`src/rtl/main_memory_controller_pkg.sv`:
```
// Shared constants and types for the main memory controller and its arbiter.
package main_memory_controller_pkg;

  localparam int MAIN_MEMORY_ADDRESS_WIDTH  = 32;
  localparam int MAIN_MEMORY_DATA_WIDTH     = 128;
  localparam int MAIN_MEMORY_BLOCK_SIZE     = 4;
  localparam int MAIN_MEMORY_SIZE           = 256;
  localparam int MAIN_MEMORY_NUM_BLOCKS     = MAIN_MEMORY_SIZE / MAIN_MEMORY_BLOCK_SIZE;
  localparam int MAIN_MEMORY_LATENCY        = 4;
  localparam int MAIN_MEMORY_WORDS_PER_LINE = MAIN_MEMORY_DATA_WIDTH / 32;
  localparam int MAIN_MEMORY_BLOCK_IDX_W    = $clog2(MAIN_MEMORY_NUM_BLOCKS);

  typedef enum logic [1:0] {MMC_IDLE, MMC_ACCESS, MMC_RESP} mmc_state_t;

  typedef logic [MAIN_MEMORY_DATA_WIDTH-1:0] mm_line_t;

  // Block k of a line sits at {line, k}; the line field is addr[7:4].
  function automatic logic [MAIN_MEMORY_BLOCK_IDX_W-1:0] block_index(input logic [3:0] line,
                                                                    input logic [1:0] k);
    return {line, k};
  endfunction

endpackage

```
`src/rtl/mm_rr_arbiter.sv`:
```
// Two-way round-robin arbiter: combinational grant plus the last-served register.
module mm_rr_arbiter (
  input  logic       clk,
  input  logic       reset,
  input  logic [1:0] req,
  input  logic       advance,
  output logic       rr_last,
  output logic [1:0] gnt
);

  // On a tie the port that was not served last wins.
  always_comb begin
    gnt = 2'b00;
    case (req)
      2'b01:   gnt = 2'b01;
      2'b10:   gnt = 2'b10;
      2'b11:   gnt = rr_last ? 2'b01 : 2'b10;
      default: gnt = 2'b00;
    endcase
  end

  // Reset value 1 lets port 0 win the very first tie.
  always_ff @(posedge clk) begin
    if (reset) begin
      rr_last <= 1'b1;
    end else if (advance && (gnt != 2'b00)) begin
      rr_last <= gnt[1];
    end
  end

endmodule

```
`src/rtl/main_memory_controller.sv`:
```
// Main memory array shared by the L2 refill (port 0) and writeback (port 1) paths,
// one fixed-latency line transfer in flight at a time.
module main_memory_controller
  import main_memory_controller_pkg::*;
#(
  parameter int MEM_LATENCY = MAIN_MEMORY_LATENCY,
  parameter int ADDR_W      = MAIN_MEMORY_ADDRESS_WIDTH,
  parameter int DATA_W      = MAIN_MEMORY_DATA_WIDTH
) (
  input  logic              clk,
  input  logic              reset,
  input  logic [1:0]        req,
  input  logic [1:0]        we,
  input  logic [ADDR_W-1:0] addr0,
  input  logic [ADDR_W-1:0] addr1,
  input  logic [DATA_W-1:0] wdata0,
  input  logic [DATA_W-1:0] wdata1,
  output logic [1:0]        ack,
  output logic              err,
  output logic [DATA_W-1:0] rdata,
  output logic              busy
);

  localparam int CNT_W = (MEM_LATENCY > 1) ? $clog2(MEM_LATENCY) : 1;

  logic [31:0]       mem [MAIN_MEMORY_NUM_BLOCKS];
  mmc_state_t        state;
  logic [CNT_W-1:0]  cnt;
  logic              gnt_port;
  logic              we_q;
  logic [ADDR_W-1:0] addr_q;
  logic [DATA_W-1:0] wdata_q;
  logic [DATA_W-1:0] mem_line;
  logic [3:0]        line;
  logic              oor;
  logic              commit;
  logic              rr_last;
  logic [1:0]        gnt;
  logic              advance;

  assign advance = (state == MMC_IDLE);
  assign line    = addr_q[7:4];
  assign oor     = (addr_q >= ADDR_W'(MAIN_MEMORY_SIZE));
  assign commit  = (state == MMC_ACCESS) && (cnt == '0) && we_q && !oor;

  mm_rr_arbiter u_arb (
    .clk     (clk),
    .reset   (reset),
    .req     (req),
    .advance (advance),
    .rr_last (rr_last),
    .gnt     (gnt)
  );

  always_comb begin
    mem_line = '0;
    for (int k = 0; k < MAIN_MEMORY_WORDS_PER_LINE; k++) begin
      mem_line[32*k +: 32] = mem[block_index(line, k[1:0])];
    end
  end

  always_ff @(posedge clk) begin
    if (reset) begin
      for (int i = 0; i < MAIN_MEMORY_NUM_BLOCKS; i++) begin
        mem[i] <= '0;
      end
    end else if (commit) begin
      for (int k = 0; k < MAIN_MEMORY_WORDS_PER_LINE; k++) begin
        mem[block_index(line, k[1:0])] <= wdata_q[32*k +: 32];
      end
    end
  end

  // A write answers with the line it just committed, so the response never sees stale data.
  always_ff @(posedge clk) begin
    if (reset) begin
      state    <= MMC_IDLE;
      cnt      <= '0;
      gnt_port <= 1'b0;
      we_q     <= 1'b0;
      addr_q   <= '0;
      wdata_q  <= '0;
      ack      <= 2'b00;
      err      <= 1'b0;
      rdata    <= '0;
      busy     <= 1'b0;
    end else begin
      case (state)
        MMC_IDLE: begin
          ack <= 2'b00;
          if (gnt != 2'b00) begin
            gnt_port <= gnt[1];
            we_q     <= we[gnt[1]];
            addr_q   <= gnt[1] ? addr1 : addr0;
            wdata_q  <= gnt[1] ? wdata1 : wdata0;
            cnt      <= CNT_W'(MEM_LATENCY - 1);
            busy     <= 1'b1;
            state    <= MMC_ACCESS;
          end
        end
        MMC_ACCESS: begin
          if (cnt == '0) begin
            ack   <= gnt_port ? 2'b10 : 2'b01;
            err   <= oor;
            rdata <= oor ? '0 : (we_q ? wdata_q : mem_line);
            state <= MMC_RESP;
          end else begin
            cnt <= cnt - 1'b1;
          end
        end
        MMC_RESP: begin
          ack   <= 2'b00;
          err   <= 1'b0;
          rdata <= '0;
          busy  <= 1'b0;
          state <= MMC_IDLE;
        end
        default: begin
          state <= MMC_IDLE;
        end
      endcase
    end
  end

  // With both ports requesting, the port not served last must be the one granted.
  assert property (@(posedge clk) disable iff (reset)
    (state == MMC_IDLE && req == 2'b11) |-> (gnt[0] == rr_last));

endmodule

```
`config.mk`:
```
export PLATFORM = sky130hd
export DESIGN_NAME = main_memory_controller
export DESIGN_NICKNAME = d
export VERILOG_FILES = /design/src/rtl/main_memory_controller_pkg.sv /design/src/rtl/mm_rr_arbiter.sv /design/src/rtl/main_memory_controller.sv
export SDC_FILE = /design/constraint.sdc
export NUM_CORES = 2
export LEC_CHECK = 0
export BUFFER_PORTS_ARGS = -buffer_cell sky130_fd_sc_hd__buf_2
export CAP_MARGIN = 30
export CORE_MARGIN = 2
export CORE_UTILIZATION = 50
export CTS_BUF_LIST = sky130_fd_sc_hd__clkbuf_4 sky130_fd_sc_hd__clkbuf_8
export DETAILED_ROUTE_END_ITERATION = 10
export PLACE_DENSITY = 0.67
export SLEW_MARGIN = 40
export SYNTH_ARGS = -nofsm -noshare
export SYNTH_HDL_FRONTEND = slang
export SYNTH_SLANG_ARGS = --single-unit
```
`constraint.sdc`:
```
create_clock -name clk -period 7.85 [get_ports clk]
set_input_delay 0 -clock clk [delete_from_list [all_inputs] [get_ports clk]]
set_output_delay 0 -clock clk [all_outputs]
set_load 0.03 [all_outputs]
```
==> run_results.csv <==
group,metric,value,unit
floorplanning,die_y,457,um
status,status,"finished, final reports clean",
sta,hold_viol_final,0,
clock_tree,cts_tree,"yes",
finish,seq_area,67500,sq um
setup_path,critPathCaptureType,"flip-flop",
routing,vias,63300,
power,finalPower,29.0,mW
sta,timing.final.crit_share,62.4,%
floorplanning,initial_core_util,50.3,%
logic_synthesis,seq_area_frac_synth,65.7,%
grt,grt_pass1_wl,431,mm
finish,area_growth,19.0,%
routing,drt_iter0_drc,7170,
grt,grtUsageTotal,27.9,%
sta,skew,96.1,ps
finish,finalNetCount,8024,
placement,portBuffers,449,
sta,drv_slew,0,
setup_path,crit_fanout,92,
logic_synthesis,yosysWarningCount,0,
placement,dp.cells,9348,
sta,rsz0062_at_grt,"false",
grt,grt_pass1_vias,66300,
floorplanning,design.die.area,209000,sq um
placement,gp_congestion,0.744,
finish,multiInputGateArea,32900,sq um
routing,wl,293,mm
clock_tree,ctsHtreeMaxLevel,5,
logic_synthesis,netlist_area,103000,sq um
run,maxCapViolCount,0,
sta,tns,0,ps
power,p_sw_share,24.8,%
sta,fmax,204,MHz
sta,min_period,4900,ps
clock_tree,ctsResizeCount,0,
logic_synthesis,synth_cell_types,42,
sta,setup_viol,0,
grt,grt_overflow,0,
clock_tree,cts_root_buffer,"clkbuf_8",
finish,drive_gt1_share,22.6,%
placement,dp_hpwl,136,mm
clock_tree,cts_buffers,396,
floorplanning,die_w,457,um
logic_synthesis,syn_area_per_cell,15.2,sq um
logic_synthesis,synth_edf_count,2048,
clock_tree,clock_path_buffers,4,
logic_synthesis,ys_seq_elements,2347,
setup_path,crit_required,8520,ps
logic_synthesis,synth_nets,7084,
power,pwr-share-clk,38.6,%
sta,tightest_slew,1040,ps
finish,fin_util,59.8,%
power,switching_power,7.18,mW
sta,relSlewSlack,30.8,%
finish,fillCellCount,15200,
routing,remaining_drc_errors,0,
logic_synthesis,synth_cells,6757,
placement,dpl_cell_area,107000,sq um
setup_path,start_kind,"flip-flop",
clock_tree,clk_latency,1120,ps
setup_path,path_class,"reg2reg",
setup_path,arrival,5560,ps
power,combPwrFrac,11.1,%
power,power.density,237,nW/um^2
grt,grt_max_degree,176,
finish,final_area,122000,sq um
clock_tree,clk_pin_slew,60,ps
logic_synthesis,synthFlopType,"edfxtp_1",
worst_hold_path,hold_class,"in2reg",
routing,wl_per_cell,27.3,um
power,p_int,21.8,mW
power,p_seq_share,50.3,%
clock_tree,numClockSinks,2347,
finish,final_cells,10700,
logic_synthesis,synthArstFlopShare,0,%
routing,ant_nets,0,
floorplanning,ios,458,
floorplanning,row_count,166,
routing,dr.pass1.iters,5,
floorplanning,core_area,204000,sq um
power,max-vdd-ir-drop,0.211,mV
routing,via_per_inst,5.91,
power,power_leakage,45.4,nW
grt,antenna_found_initial,14,
==> kinds of logic (layout without fill, tap and decap cells) <==
group | Yosys count | in the layout | synth area share, %
and+or+nand+nor | 2411 | 2411 | 14.0
AOI/OAI and AO/OA | 680 | 680 | 4.96
adders and majority gates | 1 | 1 | 0.0122
muxes | 671 | 671 | 12.8
DFF | 2347 | 2347 | 65.7
other | 0 | 11 | 0
buffers and inverters | 647 | 1905 | 2.54
==> routing by layer <==
| layer | global-route usage [%] | share of wire (%) | routed length, um | up-vias |
|---|---|---|---|---|
| li1 | - | - | - | 27000 |
| met5 | 0 | 0 | 0 | - |
| met3 | 4.55 | 8.4 | 24600 | 613 |
| met1 | 36.1 | 38 | 111000 | 32600 |
| met2 | 47.5 | 50 | 147000 | 3174 |
| met4 | 10.2 | 3.5 | 10100 | 0 |
==> path summary, 6_finish.rpt <==
kind,start,endpoint,slack [ps],depth (start not counted)
max,addr_q[25],mem[24][13],2950,7
min reg2reg,cnt[0],cnt[0],470,1
max reg2reg,addr_q[25],mem[24][13],2950,7
min,addr0[31],addr_q[31],100,4
==> power by group through the flow <==
stage / clock network [mW] / logic (mW) / registers [mW]
after floorplan: 0 / 2.01 / 14.5
after global placement: 0 / 2.74 / 14.8
after detailed placement: 0 / 2.79 / 14.8
after CTS: 11.3 / 3.16 / 14.6
after global routing: 11.9 / 3.40 / 14.6
final: 11.2 / 3.22 / 14.6
==> layout by cell type (no fill, tap or decap), types with 12 or more instances in the layout <==
master and n:
and2_1 2048, edfxtp_1 2048, dlygate4sd3_1 627, mux4_2 512, clkbuf_8 455, buf_2 448, dfxtp_1 297, nor2_1 293
a22o_1 255, clkbuf_4 186, a211oi_1 159, mux2i_1 155, a22oi_1 129, o21ai_0 128, buf_12 52, clkinv_2 37
buf_4 29, clkinv_1 25, or2_4 16, buf_6 16, nor2_4 14, buf_16 12
==> registers in the layout (all words and copies together) (netlist names), named ones only <==
name           count
u_arb.rr_last      1
addr_q            28
mem             2048
busy               1
cnt                2
we_q               1
state              2
wdata_q          128
gnt_port           1
err                1
ack                2
rdata            128
==> cell usage after synthesis (3+ instances only) <==
| cell | count | area (sq um) |
|---|---|---|
| a22o_1 | 255 | 2230 |
| buf_1 | 66 | 248 |
| mux2i_1 | 159 | 1590 |
| or2_2 | 17 | 106 |
| inv_1 | 3 | 11.3 |
| nand3_1 | 3 | 15.0 |
| nand2_1 | 6 | 22.5 |
| edfxtp_1 | 2048 | 61500 |
| and2_1 | 2049 | 12800 |
| nor4_1 | 4 | 25.0 |
| clkbuf_2 | 55 | 275 |
| buf_2 | 81 | 405 |
| nor2_1 | 306 | 1150 |
| dfxtp_1 | 299 | 5990 |
| nand2b_1 | 3 | 18.8 |
| buf_4 | 4 | 30.0 |
| a211oi_1 | 160 | 1200 |
| a21oi_1 | 3 | 15.0 |
| o21ai_0 | 128 | 641 |
| clkbuf_1 | 438 | 1640 |
| a22oi_1 | 129 | 968 |
| mux4_2 | 512 | 11500 |
| nor2b_1 | 7 | 43.8 |
==> through the flow <==
step                      worst slack [ps]  hold slack [ps]
final                                 2950              104
after global routing                  2920             83.2
after CTS                             2860             24.9
after detailed placement              2950              352
after global placement                2060              345
after floorplan                       4100              218
==> layout make-up <==
| cell class | count | share of cell area, % |
|---|---|---|
| Sequential cell | 2347 | 55.2 |
| Multi-Input combinational cell | 3763 | 26.9 |
| Timing Repair Buffer | 1186 | 8.44 |
| Clock buffer | 640 | 6.26 |
| Tap cell | 2688 | 2.75 |
| Clock inverter | 76 | 0.390 |
| Antenna cell | 11 | 0.0225 |
| Inverter | 3 | 0.00922 |
==> timing repair <==
item | 4_1_cts | 5_1_grt
setup buffers | 0 | 0
hold endpoints to repair | 231 | 0
hold buffers | 627 | 0
==> worst max-delay path, cell delays in order (launching register included) <==
cell and delay [ps]:
dfxtp_1 330, nor4_2 620, buf_4 240, and4_1 440
nand3_1 420, nor2_4 800, or2_4 790, buf_12 640
Note: power is estimated with default switching activity, not from simulation.
